**src/rtl/mem_arbiter_if.sv**
```systemverilog
// Bus bundle between the fetch/data requesters, the arbiter and a single-port 64-bit memory.
// The arbiter takes the slave view; the requesters plus memory take the master view.
interface mem_arbiter_if #(
    parameter int ADDR_W = 13
);
    // Handshake: a requester raises *_req with stable fields and holds it;
    // the request is accepted in any cycle where *_req=1 and *_stall=0.
    // Reads return *_valid exactly one cycle after acceptance; writes never do.
    logic              if_req;
    logic [63:0]       if_addr;
    logic              if_stall;
    logic              if_valid;
    logic [31:0]       if_rdata;

    logic              d_req;
    logic              d_we;
    logic [63:0]       d_addr;
    logic [63:0]       d_wdata;
    logic [7:0]        d_wstrb;
    logic              d_stall;
    logic              d_valid;
    logic [63:0]       d_rdata;

    logic              mem_en;
    logic [7:0]        mem_we;
    logic [ADDR_W-1:0] mem_addr;
    logic [63:0]       mem_wdata;
    logic [63:0]       mem_rdata;

    modport slave (
        input  if_req, if_addr, d_req, d_we, d_addr, d_wdata, d_wstrb, mem_rdata,
        output if_stall, if_valid, if_rdata, d_stall, d_valid, d_rdata,
               mem_en, mem_we, mem_addr, mem_wdata
    );

    modport master (
        output if_req, if_addr, d_req, d_we, d_addr, d_wdata, d_wstrb, mem_rdata,
        input  if_stall, if_valid, if_rdata, d_stall, d_valid, d_rdata,
               mem_en, mem_we, mem_addr, mem_wdata
    );
endinterface

```
**src/rtl/mem_arbiter.sv**
```systemverilog
// Shares one 64-bit memory port between instruction fetch and data access.
// Data has priority unless fetch has been starved for STARVE_MAX cycles.
module mem_arbiter #(
    parameter int ADDR_W     = 13,
    parameter int STARVE_MAX = 3
) (
    input  logic         clk,
    input  logic         reset,
    mem_arbiter_if.slave bus,
    output logic [1:0]   dbg_state,
    output logic [3:0]   dbg_starve_cnt
);
    typedef enum logic [1:0] {
        IDLE    = 2'd0,
        RESP_IF = 2'd1,
        RESP_D  = 2'd2
    } state_t;

    localparam logic [3:0] STARVE_LIM = 4'(STARVE_MAX);

    state_t     state;
    state_t     state_nx;
    logic [3:0] starve_cnt;
    logic       if_hi_q;
    logic       if_prio;
    logic       if_grant;
    logic       d_grant;
    logic       unused_addr;

    // Grants are qualified by reset so every output is 0 the moment reset drops.
    assign if_prio  = (starve_cnt == STARVE_LIM);
    assign d_grant  = reset & bus.d_req & ~(bus.if_req & if_prio);
    assign if_grant = reset & bus.if_req & (~bus.d_req | if_prio);

    assign bus.if_stall = reset & bus.if_req & ~if_grant;
    assign bus.d_stall  = reset & bus.d_req & ~d_grant;

    assign dbg_state      = state;
    assign dbg_starve_cnt = starve_cnt;

    assign unused_addr = ^{bus.if_addr[63:ADDR_W+3], bus.if_addr[1:0],
                           bus.d_addr[63:ADDR_W+3], bus.d_addr[2:0]};

    always_comb begin
        bus.mem_en    = 1'b0;
        bus.mem_we    = 8'h00;
        bus.mem_addr  = '0;
        bus.mem_wdata = 64'h0;
        if (if_grant) begin
            bus.mem_en   = 1'b1;
            bus.mem_addr = bus.if_addr[ADDR_W+2:3];
        end else if (d_grant) begin
            bus.mem_en   = 1'b1;
            bus.mem_addr = bus.d_addr[ADDR_W+2:3];
            if (bus.d_we) begin
                bus.mem_we    = bus.d_wstrb;
                bus.mem_wdata = bus.d_wdata;
            end
        end
    end

    // State register, plus the fetch half-word select captured at grant.
    always_ff @(posedge clk or negedge reset) begin
        if (!reset) begin
            state   <= IDLE;
            if_hi_q <= 1'b0;
        end else begin
            state <= state_nx;
            if (if_grant) begin
                if_hi_q <= bus.if_addr[2];
            end
        end
    end

    always_ff @(posedge clk or negedge reset) begin
        if (!reset) begin
            starve_cnt <= 4'd0;
        end else if (!bus.if_req || if_grant) begin
            starve_cnt <= 4'd0;
        end else if (starve_cnt != STARVE_LIM) begin
            starve_cnt <= starve_cnt + 4'd1;
        end
    end

    // Re-evaluated every cycle, so a new grant overlaps the previous response.
    always_comb begin
        state_nx = IDLE;
        if (if_grant) begin
            state_nx = RESP_IF;
        end else if (d_grant && !bus.d_we) begin
            state_nx = RESP_D;
        end
    end

    always_comb begin
        bus.if_valid = 1'b0;
        bus.if_rdata = 32'h0;
        bus.d_valid  = 1'b0;
        bus.d_rdata  = 64'h0;
        case (state)
            RESP_IF: begin
                bus.if_valid = 1'b1;
                bus.if_rdata = if_hi_q ? bus.mem_rdata[63:32] : bus.mem_rdata[31:0];
            end
            RESP_D: begin
                bus.d_valid = 1'b1;
                bus.d_rdata = bus.mem_rdata;
            end
            default: ;
        endcase
    end
endmodule

```
**src/flat_wrapper.sv**
```systemverilog
// flat-port wrapper written by rule: the top's interface ports become plain ports
module mem_arbiter_flat 
#(
    parameter int ADDR_W     = 13,
    parameter int STARVE_MAX = 3
)
  (clk, reset, dbg_state, dbg_starve_cnt, bus_if_req, bus_if_addr, bus_d_req, bus_d_we, bus_d_addr, bus_d_wdata, bus_d_wstrb, bus_mem_rdata, bus_if_stall, bus_if_valid, bus_if_rdata, bus_d_stall, bus_d_valid, bus_d_rdata, bus_mem_en, bus_mem_we, bus_mem_addr, bus_mem_wdata);
  mem_arbiter_if #(.ADDR_W(ADDR_W)) bus_i ();
  input  logic clk;
  input  logic reset;
  output logic [1:0] dbg_state;
  output logic [3:0] dbg_starve_cnt;
  input wire logic [$bits(bus_i.if_req)-1:0] bus_if_req;
  input wire logic [$bits(bus_i.if_addr)-1:0] bus_if_addr;
  input wire logic [$bits(bus_i.d_req)-1:0] bus_d_req;
  input wire logic [$bits(bus_i.d_we)-1:0] bus_d_we;
  input wire logic [$bits(bus_i.d_addr)-1:0] bus_d_addr;
  input wire logic [$bits(bus_i.d_wdata)-1:0] bus_d_wdata;
  input wire logic [$bits(bus_i.d_wstrb)-1:0] bus_d_wstrb;
  input wire logic [$bits(bus_i.mem_rdata)-1:0] bus_mem_rdata;
  output wire logic [$bits(bus_i.if_stall)-1:0] bus_if_stall;
  output wire logic [$bits(bus_i.if_valid)-1:0] bus_if_valid;
  output wire logic [$bits(bus_i.if_rdata)-1:0] bus_if_rdata;
  output wire logic [$bits(bus_i.d_stall)-1:0] bus_d_stall;
  output wire logic [$bits(bus_i.d_valid)-1:0] bus_d_valid;
  output wire logic [$bits(bus_i.d_rdata)-1:0] bus_d_rdata;
  output wire logic [$bits(bus_i.mem_en)-1:0] bus_mem_en;
  output wire logic [$bits(bus_i.mem_we)-1:0] bus_mem_we;
  output wire logic [$bits(bus_i.mem_addr)-1:0] bus_mem_addr;
  output wire logic [$bits(bus_i.mem_wdata)-1:0] bus_mem_wdata;
  assign bus_i.if_req = bus_if_req;
  assign bus_i.if_addr = bus_if_addr;
  assign bus_i.d_req = bus_d_req;
  assign bus_i.d_we = bus_d_we;
  assign bus_i.d_addr = bus_d_addr;
  assign bus_i.d_wdata = bus_d_wdata;
  assign bus_i.d_wstrb = bus_d_wstrb;
  assign bus_i.mem_rdata = bus_mem_rdata;
  assign bus_if_stall = bus_i.if_stall;
  assign bus_if_valid = bus_i.if_valid;
  assign bus_if_rdata = bus_i.if_rdata;
  assign bus_d_stall = bus_i.d_stall;
  assign bus_d_valid = bus_i.d_valid;
  assign bus_d_rdata = bus_i.d_rdata;
  assign bus_mem_en = bus_i.mem_en;
  assign bus_mem_we = bus_i.mem_we;
  assign bus_mem_addr = bus_i.mem_addr;
  assign bus_mem_wdata = bus_i.mem_wdata;
  mem_arbiter #(.ADDR_W(ADDR_W), .STARVE_MAX(STARVE_MAX)) u_core (.clk(clk), .reset(reset), .bus(bus_i), .dbg_state(dbg_state), .dbg_starve_cnt(dbg_starve_cnt));
endmodule
```
**config.mk**
```make
export PLATFORM = sky130hd
export DESIGN_NAME = mem_arbiter_flat
export DESIGN_NICKNAME = d
export VERILOG_FILES = /design/src/rtl/mem_arbiter_if.sv /design/src/rtl/mem_arbiter.sv /design/src/flat_wrapper.sv
export SDC_FILE = /design/constraint.sdc
export NUM_CORES = 1
export LEC_CHECK = 0
export BUFFER_PORTS_ARGS = -buffer_cell sky130_fd_sc_hd__clkbuf_2
export CORE_AREA = 5 5 178 180
export CTS_CLUSTER_DIAMETER = 120
export CTS_CLUSTER_SIZE = 12
export DETAILED_ROUTE_END_ITERATION = 7
export DIE_AREA = 0 0 183 185
export SLEW_MARGIN = 20
export SYNTH_ARGS = -nofsm -noshare
export SYNTH_HDL_FRONTEND = slang
export SYNTH_SLANG_ARGS = --single-unit
```
**constraint.sdc**
```tcl
create_clock -name clk -period 2.5 [get_ports clk]
set_clock_uncertainty 0.15 [all_clocks]
set_input_delay 0.125 -clock clk [delete_from_list [all_inputs] [get_ports clk]]
set_output_delay 0.125 -clock clk [all_outputs]
set_load 0.03 [all_outputs]
```
==> results of run 1 <==
[sequential cells by signal, summed over array words and instances (netlist names)]
register	count
u_core.if_hi_q	1
u_core.dbg_state	2
u_core.dbg_starve_cnt	4
[cells by family (layout without fill, tap and decap cells)]
kind of cell	Yosys count	count (layout)	synth area share (%)
simple gates	189	189	56.15
mux	33	33	16.97
buf+inv	29	377	6.658
compound gates	20	20	10.18
flops	7	7	8.963
fa+ha+maj	1	1	0.6401
xor+xnor	1	1	0.4482
other cells	0	2	0
[metal layers]
metal / global-route usage [%] / vias up / routed length (µm)
met5: 0 / - / 172
met4: 1.698 / 28 / 163
met3: 4.713 / 33 / 2501
met2: 14.64 / 254 / 7565
met1: 6.219 / 1431 / 3918
li1: - / 1598 / -
[tightest hold or removal path, delay by kind of cell]
family,cells,cell delay [ns]
buffers and inverters,2,0.17
AND/OR/NAND/NOR,1,0.16
[metrics by stage]
step                      std cells  hold WS [ns]  setup WS [ns]
after floorplan                 280       -0.3206         0.3993
after global placement         1016      -0.02994         0.1695
after detailed placement       1016      -0.04004         0.1454
after CTS                      1022        0.1439        0.03466
after global routing           1024        0.1531        0.01695
final                          1026        0.1233         0.1103
[final timing paths]
kind                                                       from                              endpoint  slack [ns]  cells after the start
max in group asynchronous                                 reset            u_core.if_hi_q$_DFFE_PN0P_        1.78                      3
min in group asynchronous                                 reset  u_core.dbg_starve_cnt[2]$_DFFE_PN0P_        0.24                      3
setup / recovery           u_core.dbg_starve_cnt[0]$_DFFE_PN0P_                     bus_mem_wdata[60]        0.11                      7
setup reg to reg           u_core.dbg_starve_cnt[0]$_DFFE_PN0P_            u_core.if_hi_q$_DFFE_PN0P_        0.45                      5
hold reg to reg            u_core.dbg_starve_cnt[1]$_DFFE_PN0P_  u_core.dbg_starve_cnt[1]$_DFFE_PN0P_        0.42                      2
hold / removal                                         bus_d_we         u_core.dbg_state[1]$_DFF_PN0_        0.12                      3
[cells in the final DEF (no fill, tap or decap)]
cell and count:
a211oi_4 1, a21oi_1 1, a21oi_4 2, a22o_2 13, and2_1 137, buf_12 2
buf_4 5, clkbuf_1 1, clkbuf_16 4, clkbuf_2 359, dfrtp_1 5, dfrtp_2 2
diode_2 2, dlygate4sd3_1 2, ha_1 1, inv_1 4, mux2_2 1, mux2i_1 32
nand2_1 3, nand2_2 1, nand2b_1 1, nand3_1 4, nand3b_1 1, nor2_1 37
nor2b_1 1, nor2b_4 1, nor3b_4 1, o2111ai_1 2, o21ai_0 1, or2b_1 1
or3b_4 1, xor2_1 1
[power breakdown]
group          switching (µW)  internal [µW]
Sequential               26.7            122
Clock                    68.8            213
Combinational             426            301
Total                     521            636
[area by class of cell]
cell class / instances / area (µm²)
antenna: 2 / 5.005
clock buffer: 4 / 78.83
fill: 3469 / 25670
inverter: 4 / 15.01
multi-input combinational: 244 / 1668
sequential: 7 / 177.7
tap: 396 / 495.5
timing repair buffer: 369 / 1919
[repair_timing]
item,in CTS,in global routing
cloned,0,1
endpoints found under the setup margin,13,8
setup buffers,0,1
gates resized for setup,1,1
hold buffers,2,0
pin swaps,0,1
endpoints found under the hold margin,8,0
==> summary.md, run 1 <==
| Metric | Value |
|---|---|
| RD Place Congestion | between 0.7 and 0.8 |
| Initial DRC count | 61 |
| Final TNS setup | 0 ns |
| CP Cell Sequence | ha_1 -> nor3b_4 -> a211oi_4 -> buf_4 -> buf_12 -> and2_1 -> clkbuf_2 |
| Max Cap Viol | 0 |
| Crit-path slowest cell | dfrtp_2 |
| Synthesis-to-layout area growth | 123.0% |
| Total track usage | 7.445% |
| Residual DRC | 0 |
| Period utilisation layout | 95.59% |
| Crit end category | primary output |
| Syn Inst Count | 280 |
| Final ANT Viol Nets | 0 |
| Vias | 3344 |
| Pwr per Cell Area | 265.4 nW/µm² |
| Initial Utilization | 6.508% |
| Synth top area cells | and2_1 44%, mux2i_1 16%, dfrtp_1 9.0%, nor2_1 7.1%, a22o_2 6.7% |
| Vias in the first global route | approximately 3100 |
| YS warnings | 0 |
| Port bufs | 359 |
| DIE AREA | 33860 µm² |
| Post-synth ARST share | 100.0% |
| Layout cells sized above 1 | 62.58% |
| Fin util | 14.52% |
| Syn Std Cell Area | 1954 µm² |
| Sequential-to-total area share from yosys stat | under 10% |
| # nets final | approximately 900 |
| Endpoints failing setup | 0 |
| Startpoint Class | flop |
| IO Count | 461 |
| Core ar. | 30030 µm² |
| Final WL | ~14000 µm |
| CTS sink count | 7 |
| Worst Path Arrival | about 2.1 ns |
| H-tree depth reported by CTS | 1 |
| Vias/cell | 3.259 |
| Worst-path maximum fanout | 36 |
| First-pass GRT wire length | 19080 µm |
| DRT Pass-1 Iters | 4 |
| Die height | ~190 µm |
| Die span in x | around 180 µm |
| Synth Flop Type | dfrtp_1 |
| Max-slew violations | 0 |
| Rel. slew slack | approximately two thirds |
| Clk root buf | clkbuf_16 |
| Hold Fails Final Rpt | 0 |
| Worst-margin pin slew | roughly 0.53 ns |
| Largest net degree at the start of global routing | 73 |
| CTS tree | done |
| Bufs on Longest Clock Path | 2 |
| Post-synth EDFFs | 0 |
| Routed WL per cell | 13.96 µm |
| # rows | 64 |
| Leak | 0.002554 µW |
| Critical path class | reg2out |
| CTS clk-pin slew, worst paths | 0.04 ns |
| Hold/Removal Path Class | in2reg |
| Crit-path max cell delay | 0.43 ns |
| Required @ worst endpoint | 2.23 ns |
| GRT overflow | 0 |
| Total power | 1157 µW |
| Fmax achieved | approximately 0.42 GHz |
| Placed cell area | roughly 4200 µm² |
| Post-route minimum period | 2.390 ns |
| Mapped Nets | 550 |
| Top cells by count, synth | 137 x and2_1, 37 x nor2_1, 32 x mux2i_1 |
| Delay-heaviest family, CP | buffers and inverters |
| Worst vdd ir | roughly 0.11 mV |
| Initial antenna violation count | 14 |
| Fin area | 4359 µm² |
| Post-synth top area share | 43.85% |
| CP bufs+invs | 3 |
| Most frequent cell after synthesis | and2_1 |
| HPWL Detailed | about 13000 µm |
| Worst skew pair latency | 0.24 ns |
| #FFs+latches synth | 7 |
| Syn Area/Cell | about 7 µm² |
| RSZ-0062 raised after global routing | false |
| Run status | finished, final reports clean |
| Cts bufs inserted | 3 |
| Synth unique cells | 27 |
| Yosys top cell by area | and2_1 |
No activity file was read; power rests on OpenSTA's default activity.
==> run 2: changes to the inputs <==
ABC_AREA = 1   (was unset)
SLEW_MARGIN = unset   (was 20)
==> summary.md, run 2 <==
| Metric | Value |
|---|---|
| #FFs+latches synth | 7 (unchanged) |
| Post-synth ARST share | 100.0% (unchanged) |
| Post-route minimum period | 2.271 ns (-0.1190 ns) |
| H-tree depth reported by CTS | 1 (unchanged) |
| Largest register FFs | 4 (unchanged) |
| Worst skew pair latency | 0.23 ns (about the same) |
| HPWL Detailed | 11370 µm (-12%) |
| Largest net degree at the start of global routing | 42 (-42%) |
| Yosys top cell by area | nand2_1 |
| Mapped Nets | 724 (+32%) |
| Run status | finished, final reports clean |
| Fin util | 15.54% (+1.0 points) |
| Routed WL per cell | 10.46 µm (-25%) |
| Pwr per Cell Area | 251.4 nW/µm² (-5.3%) |
| Post-cts resize count | 0 (-1) |
| Hold Fails Final Rpt | 0 (unchanged) |
| Endpoints failing setup | 0 (unchanged) |
| Register area | 176.4 µm² (-0.70%) |
| Rel. slew slack | 63.80% (-1.0 points) |
| Worst-margin pin slew | 0.5431 ns (+0.01665 ns) |
| Hold/Removal Path Class | in2reg |
| Total track usage | 6.356% (-1.1 points) |
| Synthesis-to-layout area growth | 98.19% |
| Residual DRC | 0 (unchanged) |
| Cts bufs inserted | 3 (unchanged) |
| RD Place Congestion | 0.8400 (+9.5%) |
| Synth Flop Type | dfrtp_1 |
| Die height | 185 µm (unchanged) |
| Leak | 0.002835 µW (+11%) |
| Final TNS setup | 0 ns (unchanged) |
| GRT overflow | 0 (unchanged) |
| Inserted Diodes | 0 (-2) |
| Die span in x | 183 µm (unchanged) |
| Most frequent cell after synthesis | nand2_1 |
| Top cells by count, synth | 106 x nand2_1, 73 x nor2_1, 69 x inv_1 |
| DRT Pass-1 Iters | 4 (unchanged) |
| Max-slew violations | 0 (unchanged) |
| YS warnings | 0 (unchanged) |
| Worst vdd ir | 0.2036 mV (+83%) |
| Post-synthesis xor/xnor area fraction | 0.7439% (+0.30 points) |
| Vias in the first global route | 3658 (+16%) |
| IO Count | 461 (unchanged) |
| Fillcell total | 3475 (+0.17%) |
| CTS clk-pin slew, worst paths | 0.04 ns (about the same) |
| Post-Synth Adder-Cell Area | 0.5313% (-0.11 points) |
| Worst Path Arrival | 2.00 ns (-0.11 ns) |
| Layout cells sized above 1 | 57.13% (-5.5 points) |
| Period utilisation layout | 90.83% (-4.8 points) |
| Max Cap Viol | 0 (unchanged) |
| RSZ-0062 raised after global routing | false |
| Crit end category | primary output |
| Initial antenna violation count | 1 (-13) |
| First-pass GRT wire length | 17690 µm (-7.3%) |
| Synth top area cells | nand2_1 17%, nor2_2 16%, nor2_1 12%, inv_1 11%, dfrtp_1 7.4% |
| Total power | 1173 µW (+1.4%) |
| Port bufs | 359 (unchanged) |
| Final WL | 12510 µm (-13%) |
| Sequential-to-total area share from yosys stat | 7.439% (-1.5 points) |
| Main combinational cell family by area after synthesis | simple AND/OR/NAND/NOR gates |
| Post-synth top area share | 16.90% (-27 points) |
| Syn Area/Cell | 5.187 µm² (-26%) |
| Post-Synth Simple-Gate Area | 55.95% (-0.19 points) |
| Bufs on Longest Clock Path | 2 (unchanged) |
| Required @ worst endpoint | 2.23 ns (about the same) |
| CTS tree | done |
| Vias | 4017 (+20%) |
| Worst-path maximum fanout | 23 (-36%) |
| Fmax achieved | 0.4404 GHz (+5.2%) |
| Mux contribution to synthesized area | 0% (-17 points) |
| Post-synth EDFFs | 0 (unchanged) |
| # nets final | 1071 (+19%) |
| Syn Std Cell Area | 2355 µm² (+20%) |
| Most frequent cells in the layout | 359 x clkbuf_2, 106 x nand2_1, 73 x nor2_1 |
| Vias/cell | 3.359 (+3.1%) |
| Initial Utilization | 7.842% (+1.3 points) |
| Core ar. | 30030 µm² (unchanged) |
| Commonest non-fill, non-tap cell in the layout | clkbuf_2 |
| CTS sink count | 7 (unchanged) |
| Syn Inst Count | 454 (+62%) |
| Area of the multi-input gates | 1707 µm² (+2.3%) |
| Critical path class | reg2out |
| Initial DRC count | 63 (+3.3%) |
| # rows | 64 (unchanged) |
| Clk root buf | clkbuf_16 |
| Final ANT Viol Nets | 0 (unchanged) |
| Synth Area in Compound Gates | 15.25% (+5.1 points) |
| DIE AREA | 33860 µm² (unchanged) |
| Synth unique cells | 27 (unchanged) |
| Startpoint Class | flop |
## run 2: per-layer routing
layer	GRT usage [%]	routed length, µm
met1	6.345	4218
met4	1.669	287
met2	12.56	6328
met3	2.082	1664
met5	0	12
## run 2: metrics by stage
stage | hold slack [ns] | instance area (µm²) | cells | worst slack, ns
after floorplan | -0.3206 | 2355 | 454 | 0.3580
after global routing | 0.1276 | 4667 | 1196 | 0.09871
final | 0.1169 | 4667 | 1196 | 0.2292
after CTS | 0.1149 | 4667 | 1196 | 0.2121
after global placement | -0.01434 | 4568 | 1190 | 0.4712
after detailed placement | -0.008555 | 4568 | 1190 | 0.4616
## run 2: final cells by class
cell class / instances / share of cell area (%)
Clock buffer: 4 / 1.689
Inverter: 71 / 5.737
Multi-Input combinational cell: 342 / 36.57
Sequential cell: 7 / 3.780
Tap cell: 396 / 10.62
Timing Repair Buffer: 376 / 41.61
## run 2: cell families after synthesis
| family | after synthesis |
|---|---|
| buffers and inverters | 105 |
| adders and majority gates | 1 |
| AOI/OAI and AO/OA | 67 |
| and+or+nand+nor | 272 |
| xor gates and xnor gates | 2 |
| DFF | 7 |
## run 2: worst max-delay path: stages, from the launching register on
cell and delay, ns:
dfrtp_1 0.41, ha_1 0.32, nand3_4 0.25, nand2_8 0.27, buf_4 0.27, nor2_2 0.05
clkbuf_2 0.18
## run 2: final timing paths
| kind | from | endpoint | slack [ns] | cells after the start |
|---|---|---|---|---|
| worst max-delay path | u_core.dbg_starve_cnt[0]$_DFFE_PN0P_ | bus_mem_wdata[4] | 0.23 | 6 |
| worst min-delay path | bus_if_req | u_core.dbg_starve_cnt[0]$_DFFE_PN0P_ | 0.12 | 3 |
| worst max register to register | u_core.dbg_starve_cnt[0]$_DFFE_PN0P_ | u_core.dbg_state[1]$_DFF_PN0_ | 0.66 | 5 |
| worst min register to register | u_core.dbg_starve_cnt[1]$_DFFE_PN0P_ | u_core.dbg_starve_cnt[1]$_DFFE_PN0P_ | 0.44 | 2 |
| max in group asynchronous | reset | u_core.if_hi_q$_DFFE_PN0P_ | 1.73 | 3 |
| min in group asynchronous | reset | u_core.dbg_state[1]$_DFF_PN0_ | 0.30 | 3 |
## run 2: timing repair
item | 4_1_cts | 5_1_grt
hold buffers | 2 | 0
hold endpoints to repair | 8 | 0
buffers inserted | 0 | 0
setup endpoints to repair | 0 | 0
## run 2: power breakdown
part           total (µW)  switching [µW]  internal, µW
clock network         274            62.0           212
registers             153            31.6           121
logic                 746             496           250
total                1170             589           584
==> run 3: changes to the inputs <==
clock period = 2.36 ns   (was 2.5 ns; I/O delays follow)
==> summary.md, run 3 (synthesis gave the netlist of run 2 again) <==
| Metric | Value |
|---|---|
| GRT overflow | 0 (unchanged) |
| # nets final | 1072 (+0.093%) |
| Vias/cell | 3.349 (-0.28%) |
| Commonest non-fill, non-tap cell in the layout | clkbuf_2 |
| CTS tree | done |
| Fmax achieved | 0.4620 GHz |
| CP bufs+invs | 4 (+2) |
| Max Cap Viol | 0 (unchanged) |
| CP Cell Sequence | inv_1 -> nand2_1 -> inv_1 -> buf_4 -> o21ai_0 -> a21oi_1 -> clkbuf_2 |
| Layout cells sized above 1 | 57.18% (about the same) |
| CTS clk-pin slew, worst paths | 0.04 ns (about the same) |
| Bufs on Longest Clock Path | 2 (unchanged) |
| Clk root buf | clkbuf_16 |
| Residual DRC | 0 (unchanged) |
| Delay-heaviest family, CP | buffers and inverters |
| RSZ-0062 raised after global routing | false |
| Worst vdd ir | 0.1665 mV (-18%) |
| Endpoints failing setup | 0 (unchanged) |
| Cts bufs inserted | 3 (unchanged) |
| # rows | 64 (unchanged) |
| Die height | 185 µm (unchanged) |
| Most frequent cells in the layout | 359 x clkbuf_2, 106 x nand2_1, 73 x nor2_1 |
| Run status | finished, final reports clean |
| Vias | 4009 (-0.20%) |
| DRT Pass-1 Iters | 4 (unchanged) |
| Rel. slew slack | 62.16% (-1.6 points) |
| Largest register FFs | 4 (unchanged) |
| Critical path class | reg2out |
| Worst skew pair latency | 0.23 ns (about the same) |
| DIE AREA | 33860 µm² (unchanged) |
| Largest net degree at the start of global routing | 42 (unchanged) |
| Final WL | 12420 µm (-0.74%) |
| Hold/Removal Path Class | in2reg |
| Crit path from | u_core.dbg_state[1]$_DFF_PN0_ |
| IO Count | 461 (unchanged) |
| Synthesis-to-layout area growth | 100.6% |
| First-pass GRT wire length | 17310 µm (-2.2%) |
| Required @ worst endpoint | 2.09 ns (-0.14 ns) |
| Final TNS setup | 0 ns (unchanged) |
| HPWL Detailed | 11310 µm (-0.52%) |
| CTS sink count | 7 (unchanged) |
| Cts hold-fix bufs | 2 (unchanged) |
| Post-CTS Setup Repair Bufs | 0 (unchanged) |
| Period utilisation layout | 91.72% |
| Pwr per Cell Area | 264.7 nW/µm² (+5.3%) |
| RD Place Congestion | 0.8495 (+1.1%) |
| Hold Fails Final Rpt | 0 (unchanged) |
| Final ANT Viol Nets | 0 (unchanged) |
| Dpl cells | 1191 (+0.084%) |
| Post-route minimum period | approximately 2.2 ns |
| Critical Path Most Common Cell | inv_1 |
| Crit-path max cell delay | 0.45 ns (+0.04 ns) |
| Non-Filler Instances | 1197 (+0.084%) |
| Inserted Diodes | 0 (unchanged) |
| Crit end category | primary output |
| Initial Utilization | 7.842% (unchanged) |
| Max-slew violations | 0 (unchanged) |
| Vias in the first global route | 3518 (-3.8%) |
| Post-cts resize count | 0 (unchanged) |
| Reg2Reg Launch Point | u_core.dbg_starve_cnt[0]$_DFFE_PN0P_ |
| Initial antenna violation count | 1 (unchanged) |
| Startpoint Class | flop |
| Worst-margin pin slew | 0.5668 ns (+0.02372 ns) |
| Routed WL per cell | 10.38 µm (-0.83%) |
| Crit-path slowest cell | dfrtp_1 |
| Total track usage | 6.267% (-0.089 points) |
| Leak | 0.002861 µW (+0.92%) |
| Port bufs | 359 (unchanged) |
| H-tree depth reported by CTS | 1 (unchanged) |
| Die span in x | 183 µm (unchanged) |
| Worst-path maximum fanout | 32 (+39%) |
| Worst Path Arrival | 1.90 ns (-0.10 ns) |
| Hold Path Origin | bus_if_req |
| Initial DRC count | 60 (-4.8%) |
| Core ar. | 30030 µm² (unchanged) |
run 3: per-stage QoR:
| step | cell area, µm² | utilization, % | power, µW | worst slack (ns) | hold slack, ns |
|---|---|---|---|---|---|
| 3_5_place_dp | 4626 | 15.40 | 974.8 | 0.4498 | -0.04277 |
| 2_1_floorplan | 2355 | - | 642.8 | 0.2250 | -0.3276 |
| 4_1_cts | 4725 | 15.73 | 1269 | 0.1506 | 0.1182 |
| 6_report | 4725 | 15.73 | 1251 | 0.1955 | 0.1176 |
| 5_1_grt | 4725 | 15.73 | 1344 | 0.05763 | 0.1358 |
| 3_3_place_gp | 4626 | 15.40 | 969.2 | 0.4737 | -0.06497 |
run 3: worst register-to-register path, stage by stage (launching register included):
cell     delay [ns]
dfrtp_1        0.41
ha_1           0.31
nand3_4        0.14
nand2_8        0.15
buf_12         0.21
nor2_1         0.15
run 3: routing by layer:
| layer | GRT usage, % | part of all wire (%) | routed length [µm] |
|---|---|---|---|
| met4 | 2.294 | 3.7 | 454 |
| met2 | 11.90 | 49 | 6080 |
| met5 | 0 | 0.10 | 13 |
| met1 | 6.206 | 33 | 4065 |
| met3 | 2.357 | 15 | 1804 |
run 3: layout make-up:
cell class,instances,area (µm²)
Fill cell,3470,25300
Timing Repair Buffer,377,1999
Multi-Input combinational cell,342,1707
Tap cell,396,495.5
Inverter,71,267.8
Sequential cell,7,176.4
Clock buffer,4,78.83
run 3: power by group:
group / switching (µW) / internal (µW) / leakage (µW)
sequential: 33.1 / 129 / 0.0000923
combinational: 529 / 274 / 0.00273
clock: 61.6 / 225 / 0.0000382
total: 623 / 628 / 0.00286
run 3: path summary, 6_finish.rpt:
check                                                       endpoint  slack, ns  depth (start not counted)
worst max-delay path                                bus_if_rdata[11]       0.20                          7
worst min-delay path            u_core.dbg_starve_cnt[1]$_DFFE_PN0P_       0.12                          3
worst max register to register         u_core.dbg_state[1]$_DFF_PN0_       0.75                          5
worst min register to register  u_core.dbg_starve_cnt[1]$_DFFE_PN0P_       0.43                          2
max in group asynchronous                 u_core.if_hi_q$_DFFE_PN0P_       1.63                          3
min in group asynchronous              u_core.dbg_state[1]$_DFF_PN0_       0.27                          3
